[src/rtl/clk_set_pkg.sv]
// +----------------------------------------------------------------------+
// | clk_set_pkg                                                           |
// | Shared encodings and helpers for the time-set front-panel controller. |
// | Revision: 1.0                                                         |
// +----------------------------------------------------------------------+
`default_nettype none

package clk_set_pkg;

   localparam logic [1:0] RUN     = 2'b00;
   localparam logic [1:0] SET_HR  = 2'b01;
   localparam logic [1:0] SET_MIN = 2'b10;
   localparam logic [1:0] SET_SEC = 2'b11;

   localparam logic [1:0] FIELD_NONE = 2'b00;
   localparam logic [1:0] FIELD_HR   = 2'b01;
   localparam logic [1:0] FIELD_MIN  = 2'b10;
   localparam logic [1:0] FIELD_SEC  = 2'b11;

   // Button slots in the debouncer bank, lowest index = highest priority
   localparam int BTN_MODE = 0;
   localparam int BTN_NEXT = 1;
   localparam int BTN_TENS = 2;
   localparam int BTN_ONES = 3;

   localparam int P_SEC1   = 0;
   localparam int P_SEC10  = 1;
   localparam int P_MIN1   = 2;
   localparam int P_MIN10  = 3;
   localparam int P_HOUR1  = 4;
   localparam int P_HOUR10 = 5;

   function automatic int cnt_width(input int n);
      return (n <= 2) ? 1 : $clog2(n);
   endfunction

endpackage

`default_nettype wire

[src/rtl/time_set_ctrl_debounce.sv]
// +----------------------------------------------------------------------+
// | btn_debounce                                                          |
// | 2-FF synchroniser, stability counter, debounced level, press pulse.   |
// | Level output exists only when AUTOREPEAT_EN is defined.               |
// | Revision: 1.0                                                         |
// +----------------------------------------------------------------------+
`default_nettype none

module btn_debounce
   import clk_set_pkg::*;
#(
   parameter int DEBOUNCE_CYCLES = 1000000
) (
   input  logic clk,
   input  logic reset,
   input  logic btn_raw,
`ifdef AUTOREPEAT_EN
   output logic level,
`endif
   output logic press
);

   localparam int             CW       = cnt_width(DEBOUNCE_CYCLES);
   localparam logic [CW-1:0]  CNT_LAST = CW'(DEBOUNCE_CYCLES - 1);

   logic          sync1_q, sync1_d;
   logic          sync2_q, sync2_d;
   logic          stable_q, stable_d;
   logic [CW-1:0] cnt_q, cnt_d;

   // stable_d flips only after the synced value has disagreed for DEBOUNCE_CYCLES cycles
   always_comb begin
      sync1_d  = btn_raw;
      sync2_d  = sync1_q;
      stable_d = stable_q;
      cnt_d    = cnt_q;
      if (sync2_q == stable_q) begin
         cnt_d = '0;
      end else if (cnt_q == CNT_LAST) begin
         stable_d = sync2_q;
         cnt_d    = '0;
      end else begin
         cnt_d = cnt_q + 1'b1;
      end
   end

   always_ff @(posedge clk or negedge reset) begin
      if (!reset) begin
         sync1_q  <= 1'b0;
         sync2_q  <= 1'b0;
         stable_q <= 1'b0;
         cnt_q    <= '0;
      end else begin
         sync1_q  <= sync1_d;
         sync2_q  <= sync2_d;
         stable_q <= stable_d;
         cnt_q    <= cnt_d;
      end
   end

   assign press = stable_d & ~stable_q;
`ifdef AUTOREPEAT_EN
   assign level = stable_q;
`endif

endmodule

`default_nettype wire

[src/rtl/time_set_ctrl.sv]
// +----------------------------------------------------------------------+
// | time_set_ctrl                                                         |
// | Button debounce, set-mode FSM and digit-increment pulse generation.   |
// | Optional hold-to-repeat enabled by macro AUTOREPEAT_EN.               |
// | Revision: 1.0                                                         |
// +----------------------------------------------------------------------+
`default_nettype none

module time_set_ctrl
   import clk_set_pkg::*;
#(
   parameter int DEBOUNCE_CYCLES = 1000000,
   parameter int BLINK_BIT       = 25,
   parameter int REPEAT_DELAY    = 50000000,
   parameter int REPEAT_RATE     = 10000000
) (
   input  logic       clk,
   input  logic       reset,
   input  logic       btn_mode,
   input  logic       btn_next,
   input  logic       btn_tens,
   input  logic       btn_ones,
   output logic       set_time,
   output logic       hour10,
   output logic       hour1,
   output logic       min10,
   output logic       min1,
   output logic       sec10,
   output logic       sec1,
   output logic [1:0] field,
   output logic       blink
);

   logic [3:0]         raw_w;
   logic [3:0]         prs_w;
   logic [1:0]         state_q, state_d;
   logic               set_time_q, set_time_d;
   logic [1:0]         field_q, field_d;
   logic [5:0]         pulse_q, pulse_d;
   logic [BLINK_BIT:0] blink_q, blink_d;
   logic               ev_mode, ev_next, ev_tens, ev_ones;
   logic               inc_tens, inc_ones;

   assign raw_w = {btn_ones, btn_tens, btn_next, btn_mode};

`ifdef AUTOREPEAT_EN
   logic [3:0] lvl_w;
`endif

   for (genvar i = 0; i < 4; i++) begin : g_db
      btn_debounce #(.DEBOUNCE_CYCLES(DEBOUNCE_CYCLES)) u_db (
         .clk     (clk),
         .reset   (reset),
         .btn_raw (raw_w[i]),
`ifdef AUTOREPEAT_EN
         .level   (lvl_w[i]),
`endif
         .press   (prs_w[i])
      );
   end

   // Fixed-priority arbitration: lower-priority coincident presses are dropped
   assign ev_mode = prs_w[BTN_MODE];
   assign ev_next = prs_w[BTN_NEXT] & ~prs_w[BTN_MODE];
   assign ev_tens = prs_w[BTN_TENS] & ~prs_w[BTN_NEXT] & ~prs_w[BTN_MODE];
   assign ev_ones = prs_w[BTN_ONES] & ~prs_w[BTN_TENS] & ~prs_w[BTN_NEXT] & ~prs_w[BTN_MODE];

`ifdef AUTOREPEAT_EN
   localparam int            HW        = cnt_width(REPEAT_DELAY);
   localparam logic [HW-1:0] HOLD_FIRE = HW'(REPEAT_DELAY - 1);
   localparam logic [HW-1:0] HOLD_RELD = HW'(REPEAT_DELAY - REPEAT_RATE);

   logic          hold_act_q, hold_act_d;
   logic          hold_key_q, hold_key_d;
   logic [HW-1:0] hold_q, hold_d;
   logic          rep_fire;

   // hold_q counts cycles since the press event; reload keeps later repeats REPEAT_RATE apart
   always_comb begin
      hold_act_d = hold_act_q;
      hold_key_d = hold_key_q;
      hold_d     = hold_q;
      rep_fire   = 1'b0;
      if ((state_d != state_q) || (state_q == RUN)) begin
         hold_act_d = 1'b0;
         hold_d     = '0;
      end else if (ev_tens || ev_ones) begin
         hold_act_d = 1'b1;
         hold_key_d = ev_ones;
         hold_d     = HW'(1);
      end else if (hold_act_q && (hold_key_q ? lvl_w[BTN_ONES] : lvl_w[BTN_TENS])) begin
         if (hold_q == HOLD_FIRE) begin
            rep_fire = 1'b1;
            hold_d   = HOLD_RELD;
         end else begin
            hold_d = hold_q + 1'b1;
         end
      end else begin
         hold_act_d = 1'b0;
         hold_d     = '0;
      end
   end

   always_ff @(posedge clk or negedge reset) begin
      if (!reset) begin
         hold_act_q <= 1'b0;
         hold_key_q <= 1'b0;
         hold_q     <= '0;
      end else begin
         hold_act_q <= hold_act_d;
         hold_key_q <= hold_key_d;
         hold_q     <= hold_d;
      end
   end

   assign inc_tens = ev_tens | (rep_fire & ~hold_key_q);
   assign inc_ones = ev_ones | (rep_fire &  hold_key_q);
`else
   assign inc_tens = ev_tens;
   assign inc_ones = ev_ones;
`endif

   always_ff @(posedge clk or negedge reset) begin
      if (!reset) begin
         state_q <= RUN;
      end else begin
         state_q <= state_d;
      end
   end

   always_comb begin
      state_d = state_q;
      if (ev_mode) begin
         state_d = (state_q == RUN) ? SET_HR : RUN;
      end else if (ev_next) begin
         case (state_q)
            SET_HR:  state_d = SET_MIN;
            SET_MIN: state_d = SET_SEC;
            SET_SEC: state_d = SET_HR;
            default: state_d = state_q;
         endcase
      end
   end

   always_comb begin
      set_time_d = (state_d != RUN);
      pulse_d    = '0;
      blink_d    = blink_q + 1'b1;
      case (state_d)
         SET_HR:  field_d = FIELD_HR;
         SET_MIN: field_d = FIELD_MIN;
         SET_SEC: field_d = FIELD_SEC;
         default: field_d = FIELD_NONE;
      endcase
      if ((state_q != RUN) && (state_d == state_q)) begin
         case (state_q)
            SET_HR: begin
               pulse_d[P_HOUR10] = inc_tens;
               pulse_d[P_HOUR1]  = inc_ones & ~inc_tens;
            end
            SET_MIN: begin
               pulse_d[P_MIN10] = inc_tens;
               pulse_d[P_MIN1]  = inc_ones & ~inc_tens;
            end
            default: begin
               pulse_d[P_SEC10] = inc_tens;
               pulse_d[P_SEC1]  = inc_ones & ~inc_tens;
            end
         endcase
      end
   end

   always_ff @(posedge clk or negedge reset) begin
      if (!reset) begin
         set_time_q <= 1'b0;
         field_q    <= FIELD_NONE;
         pulse_q    <= '0;
         blink_q    <= '0;
      end else begin
         set_time_q <= set_time_d;
         field_q    <= field_d;
         pulse_q    <= pulse_d;
         blink_q    <= blink_d;
      end
   end

   assign set_time = set_time_q;
   assign field    = field_q;
   assign hour10   = pulse_q[P_HOUR10];
   assign hour1    = pulse_q[P_HOUR1];
   assign min10    = pulse_q[P_MIN10];
   assign min1     = pulse_q[P_MIN1];
   assign sec10    = pulse_q[P_SEC10];
   assign sec1     = pulse_q[P_SEC1];
   assign blink    = set_time_q & blink_q[BLINK_BIT];

endmodule

`default_nettype wire

[config.mk]
export PLATFORM = sky130hd
export DESIGN_NAME = time_set_ctrl
export DESIGN_NICKNAME = d
export VERILOG_FILES = /design/src/rtl/clk_set_pkg.sv /design/src/rtl/time_set_ctrl_debounce.sv /design/src/rtl/time_set_ctrl.sv
export SDC_FILE = /design/constraint.sdc
export NUM_CORES = 1
export LEC_CHECK = 0
export ABC_AREA = 1
export CORE_MARGIN = 5
export CORE_UTILIZATION = 62
export CTS_BUF_LIST = sky130_fd_sc_hd__clkbuf_16
export CTS_CLUSTER_SIZE = 25
export DETAILED_ROUTE_END_ITERATION = 8
export GPL_TIMING_DRIVEN = 1
export PLACE_DENSITY = 0.82
export SETUP_SLACK_MARGIN = 0.4
export SLEW_MARGIN = 10
export SYNTH_ARGS = -nofsm -noshare
export SYNTH_HDL_FRONTEND = slang
export SYNTH_SLANG_ARGS = --single-unit
[constraint.sdc]
create_clock -name clk -period 1.79 [get_ports clk]
set_input_delay 0.358 -clock clk [delete_from_list [all_inputs] [get_ports clk]]
set_output_delay 0.358 -clock clk [all_outputs]
set_load 0.02 [all_outputs]
==> results of run 1 <==
[per-stage QoR]
step                      hold WS (ns)  TNS [ns]  cell area (µm²)  cells  utilization
after CTS                        0.350         0             8800   1006        0.864
after detailed placement         0.255   -0.0667             7020    887        0.690
after global placement           0.257         0             7020    887        0.690
after floorplan                 0.0624         0             6540    717            -
[synth_stat cells, types with 6 or more instances]
| cell type | number |
|---|---|
| inv_1 | 84 |
| nand3_2 | 11 |
| nand3_1 | 35 |
| nand2_1 | 104 |
| nor4_1 | 7 |
| nand2_2 | 6 |
| nor3_2 | 6 |
| nor3_1 | 23 |
| nand4_1 | 21 |
| nor2_2 | 11 |
| nor2_1 | 120 |
| nor2_4 | 9 |
| xor2_1 | 33 |
| o21ai_0 | 10 |
| ha_1 | 8 |
| xnor2_1 | 19 |
| dfrtp_1 | 128 |
| nor3b_1 | 7 |
| inv_2 | 10 |
| a21oi_1 | 27 |
[what timing repair did]
| action | in CTS |
|---|---|
| endpoints found under the setup margin | 101 |
| gates cloned | 2 |
| hold buffers | 1 |
| buffers inserted | 87 |
| hold endpoints to repair | 16 |
| resized for setup | 187 |
| pin swaps | 58 |
[cells by family after synthesis]
logic type	share of synthesized area
DFF	0.501
AOI/OAI and AO/OA	0.0463
and+or+nand+nor	0.306
muxes	0.00352
xor gates and xnor gates	0.0712
adders and majority gates	0.0156
buffers and inverters	0.0571
==> results.md, run 1 <==
* Cell Area, Synth at about 6400 µm²
* Synth area leaders: dfrtp_1 (50%), nor2_1 (7.0%), nand2_1 (6.1%)
* Worst endpoint type: register input
* Post-synth top area share at 0.501
* GRT repair_timing worst endpoint: g_db[2].u_db.cnt_q[19]$_DFF_PN0_/D
* Placer congestion estimate at ~0.9
* Share of flip-flops with an asynchronous set or reset at 1.00
* Cell count after synthesis at roughly 720
* Pre-CTS WS at -0.0667 ns
* Synth Flop Type: dfrtp_1
* Standard-cell rows at 37
* Seq/Total Area, Yosys at 0.501
* Status: aborted with a tool error
* Port bufs at 15
* Die Span Y at 112 µm
* CTS H-tree depth at 4
* Largest net degree at the start of global routing at 56
* Die X at 112 µm
* Syn nets at 731
* Seq cells post-synth at approximately 130
* Max clock buf depth at 2
* Synth area leader: dfrtp_1
* Last stage: global routing
* DP Wirelength at 9.17 mm
* Io pins at 16
* Synthesis Warnings at 0
* CTS Buf Count at 17
* Initial core utilization at 0.628
* Synth Area per Inst at 8.92 µm²
* Distinct cells, synth at 39
* Clock tree sinks at 128
* Post-synth EDFFs at 0
* Clock Tree Root: clkbuf_16
* Error message: [ERROR DPL-0038] Utilization greater than 100%, impossible to legalize
==> run 2: changes to the inputs <==
CORE_UTILIZATION = 40   (was 62)
CTS_BUF_LIST = unset   (was sky130_fd_sc_hd__clkbuf_16)
CTS_CLUSTER_SIZE = unset   (was 25)
PLACE_DENSITY = unset   (was 0.82)
PLACE_DENSITY_LB_ADDON = 0.15   (was unset)
SETUP_SLACK_MARGIN = unset   (was 0.4)
==> run 2 against run 1 <==
The run now ends clean; synthesized area unchanged; synthesized cell count is the same.
==> results.md, run 2 <==
* FMAX at around 0.57 GHz
* Clk slew on worst S/H paths at 0.06 ns
* Commonest cells post-synth: dfrtp_1 (128), nor2_1 (120), nand2_1 (104)
* Overall routing resource usage at 0.147
* Synthesis Warnings at 0 (unchanged)
* RSZ-0062 raised after global routing: yes
* Worst Setup End Kind: flip-flop
* Synth Flop Type: dfrtp_1
* Reg with most FFs: g_db.u_db.cnt_q
* Worst path cell trace: ha_2 -> nand3_2 -> inv_2 -> nand3_2 -> inv_2 -> nand4_1 -> nor2_2 -> nand3_2 -> nor3_2 -> nor3_2
* Syn nets at 731 (unchanged)
* Vias in the first global route at a little under 5000
* Core area at 15800 µm²
* Distinct cells, synth at 39 (unchanged)
* Largest net degree at the start of global routing at 67
* Max FFs per register at 80
* Biggest regs: g_db.u_db.cnt_q (80), blink_q (26), pulse_q (6)
* Synth Area per Inst at 8.92 µm² (unchanged)
* Cell Area, Synth at 6400 µm² (unchanged)
* Antenna Cells at 0
* Finished Layout Cells at between 1000 and 1500
* Initial core utilization at 0.406 (-0.223)
* Synth area leaders: dfrtp_1 (50%), nor2_1 (7.0%), nand2_1 (6.1%)
* Synth area leader: dfrtp_1
* Share of flip-flops with an asynchronous set or reset at 1.00 (unchanged)
* Status: complete, no violations
* DP Wirelength at 8.97 mm (-2.1%)
* Global routing's busiest layer: met2
* WP data arrival at 2.04 ns
* CP delay by family, top: simple AND/OR/NAND/NOR gates
* Synthesis-to-finish area growth at 23.7%
* Fin nets at 803
* Crit path required time at 2.09 ns
* Final Hold Fails at 0
* Die Span Y at 136 µm (+22%)
* Minimum clock period at 1.74 ns
* Most frequent cell after synthesis: dfrtp_1
* Initial antenna violation count at 0
* Met1 usage at 0.190
* Area after DPL at 7050 µm² (+0.43%)
* Slew margin rel. at 0.727
* Kind of critical path: reg2reg
* CTS H-tree depth at 4 (unchanged)
* Clock Tree Root: clkbuf_16
* Critical path's slowest cell: dfrtp_1
* Most frequent cells in the layout: dfrtp_1 (124), nor2_1 (109), nand2_1 (101)
* Final setup violating endpoints at 0
* Clock tree sinks at 128 (unchanged)
* Post-Route WL at 12.9 mm
* GR Overflow Total at 0
* Max clock buf depth at 2 (unchanged)
* Post-synth top area share at 0.501 (unchanged)
* Tcrit/Tclk final at 0.974
* Cell count after synthesis at 717 (unchanged)
* Latest clock arrival within the worst-skew pair at 0.41 ns
* Placer congestion estimate at 0.831 (-7.3%)
* CP max stage delay at 0.38 ns
* Pleak at 3.52 nW
* Standard-cell rows at 46 (+24%)
* Routed wire per std cell at approximately 13 µm
* Die Footprint at roughly 19000 µm²
* Post-synth EDFFs at 0 (unchanged)
* Met2 Resource Use GR at 0.237
* Hold Path Class: reg2reg
* Setup Skew at 0.00734 ns
* Worst Tran Pin Value at 0.405 ns
* Post-DRT Antenna Nets at 0
* Router iterations before antenna repair at 4
* First-pass GRT wire length at between 20 and 25 mm
* Seq/Total Area, Yosys at 0.501 (unchanged)
* Worst path buffer plus inverter count at 2
* Die X at 136 µm (+22%)
* CTS Buf Count at 17 (unchanged)
* Element type at the critical path start: flip-flop
* Seq cells post-synth at 128 (unchanged)
* CTS tree: done
* Design area at 7920 µm²
* Mean number of vias per cell at 4.83
* Io pins at 16 (unchanged)
* Max Cap Viol at 0
* Drt initial violations at 192
* Power Dens Cells at just over 800 nW/µm²
* CP dominant cell by count: nand3_2
* Layout cells sized above 1 at 0.225
* Slew Viols, Final at 0
* Hold_ws at roughly 0.35 ns
* Placed insts at 976 (+10%)
* DR DRC count at 0
* Crit-path max FO at 4
* Port bufs at 15 (unchanged)
* Commonest non-fill, non-tap cell in the layout: dfrtp_1
* Peak supply drop at ~0.62 mV
* Vias at 4915
* Pwr Total at 0.00640 W
* Met3 Usage GRT at 0.0437
==> run 2: through the flow <==
stage / utilization / setup TNS (ns) / setup slack [ns]
detailed placement: 0.447 / -0.00966 / -0.00966
CTS: 0.484 / 0 / 0.00515
global route: 0.502 / -0.564 / -0.0826
global placement: 0.447 / 0 / 0.0367
floorplan: - / 0 / 0.161
finish: 0.502 / 0 / 0.0457
==> run 2: cell type report <==
cell class              count  area, µm²
multi-input cells         493       3050
well taps                 216        270
clock buffers              19        443
inverters                  94        353
clock inverters            12        115
fillers                  1514       7850
flip-flops and latches    128       3210
repair buffers             55        477
==> run 2: layer usage <==
layer  wire length (µm)  vias up
li1                   -     2466
met1               6060     2361
met2               6310       72
met3                351       16
met4                144        0
met5                  0        -
==> run 2: final timing paths <==
kind / from / end / slack, ns / cells after the start
min in group asynchronous: reset / g_db[2].u_db.cnt_q[11] / 0.50 / 3
max in group asynchronous: reset / g_db[1].u_db.cnt_q[10] / 0.95 / 3
worst min-delay path: g_db[3].u_db.sync1_q / g_db[3].u_db.sync2_q / 0.35 / 0
worst max register to register: g_db[2].u_db.cnt_q[0] / g_db[2].u_db.cnt_q[14] / 0.05 / 10
worst max-delay path: g_db[2].u_db.cnt_q[0] / g_db[2].u_db.cnt_q[14] / 0.05 / 10
worst min register to register: g_db[3].u_db.sync1_q / g_db[3].u_db.sync2_q / 0.35 / 0
==> run 2: cell families (layout without fill, tap and decap cells) <==
group,count (synthesis),in the layout,synth area share
compound gates,54,54,0.0463
xor+xnor,52,52,0.0712
fa+ha+maj,8,8,0.0156
buf+inv,96,180,0.0571
flops,128,128,0.501
mux,2,2,0.00352
simple gates,377,377,0.306
==> run 2: where the power goes <==
| part | internal [W] | total [W] | switching, W |
|---|---|---|---|
| Clock | 0.00194 | 0.00323 | 0.00129 |
| Combinational | 0.0000810 | 0.000211 | 0.000130 |
| Sequential | 0.00293 | 0.00295 | 0.0000268 |
==> run 2: worst register-to-register path: stages, from the launching register on <==
cell and delay [ns]:
dfrtp_1 0.38, ha_2 0.21, nand3_2 0.10, inv_2 0.07, nand3_2 0.07, inv_2 0.09, nand4_1 0.17, nor2_2 0.20
nand3_2 0.13, nor3_2 0.15, nor3_2 0.06
==> run 2: timing repair <==
item	4_1_cts	5_1_grt
cloned	0	0
pin swaps	0	13
resized for setup	5	56
hold endpoints to repair	128	0
hold buffers	1	0
setup endpoints to repair	5	42
buffers inserted	0	9
Power figures use the tool's default switching activity.
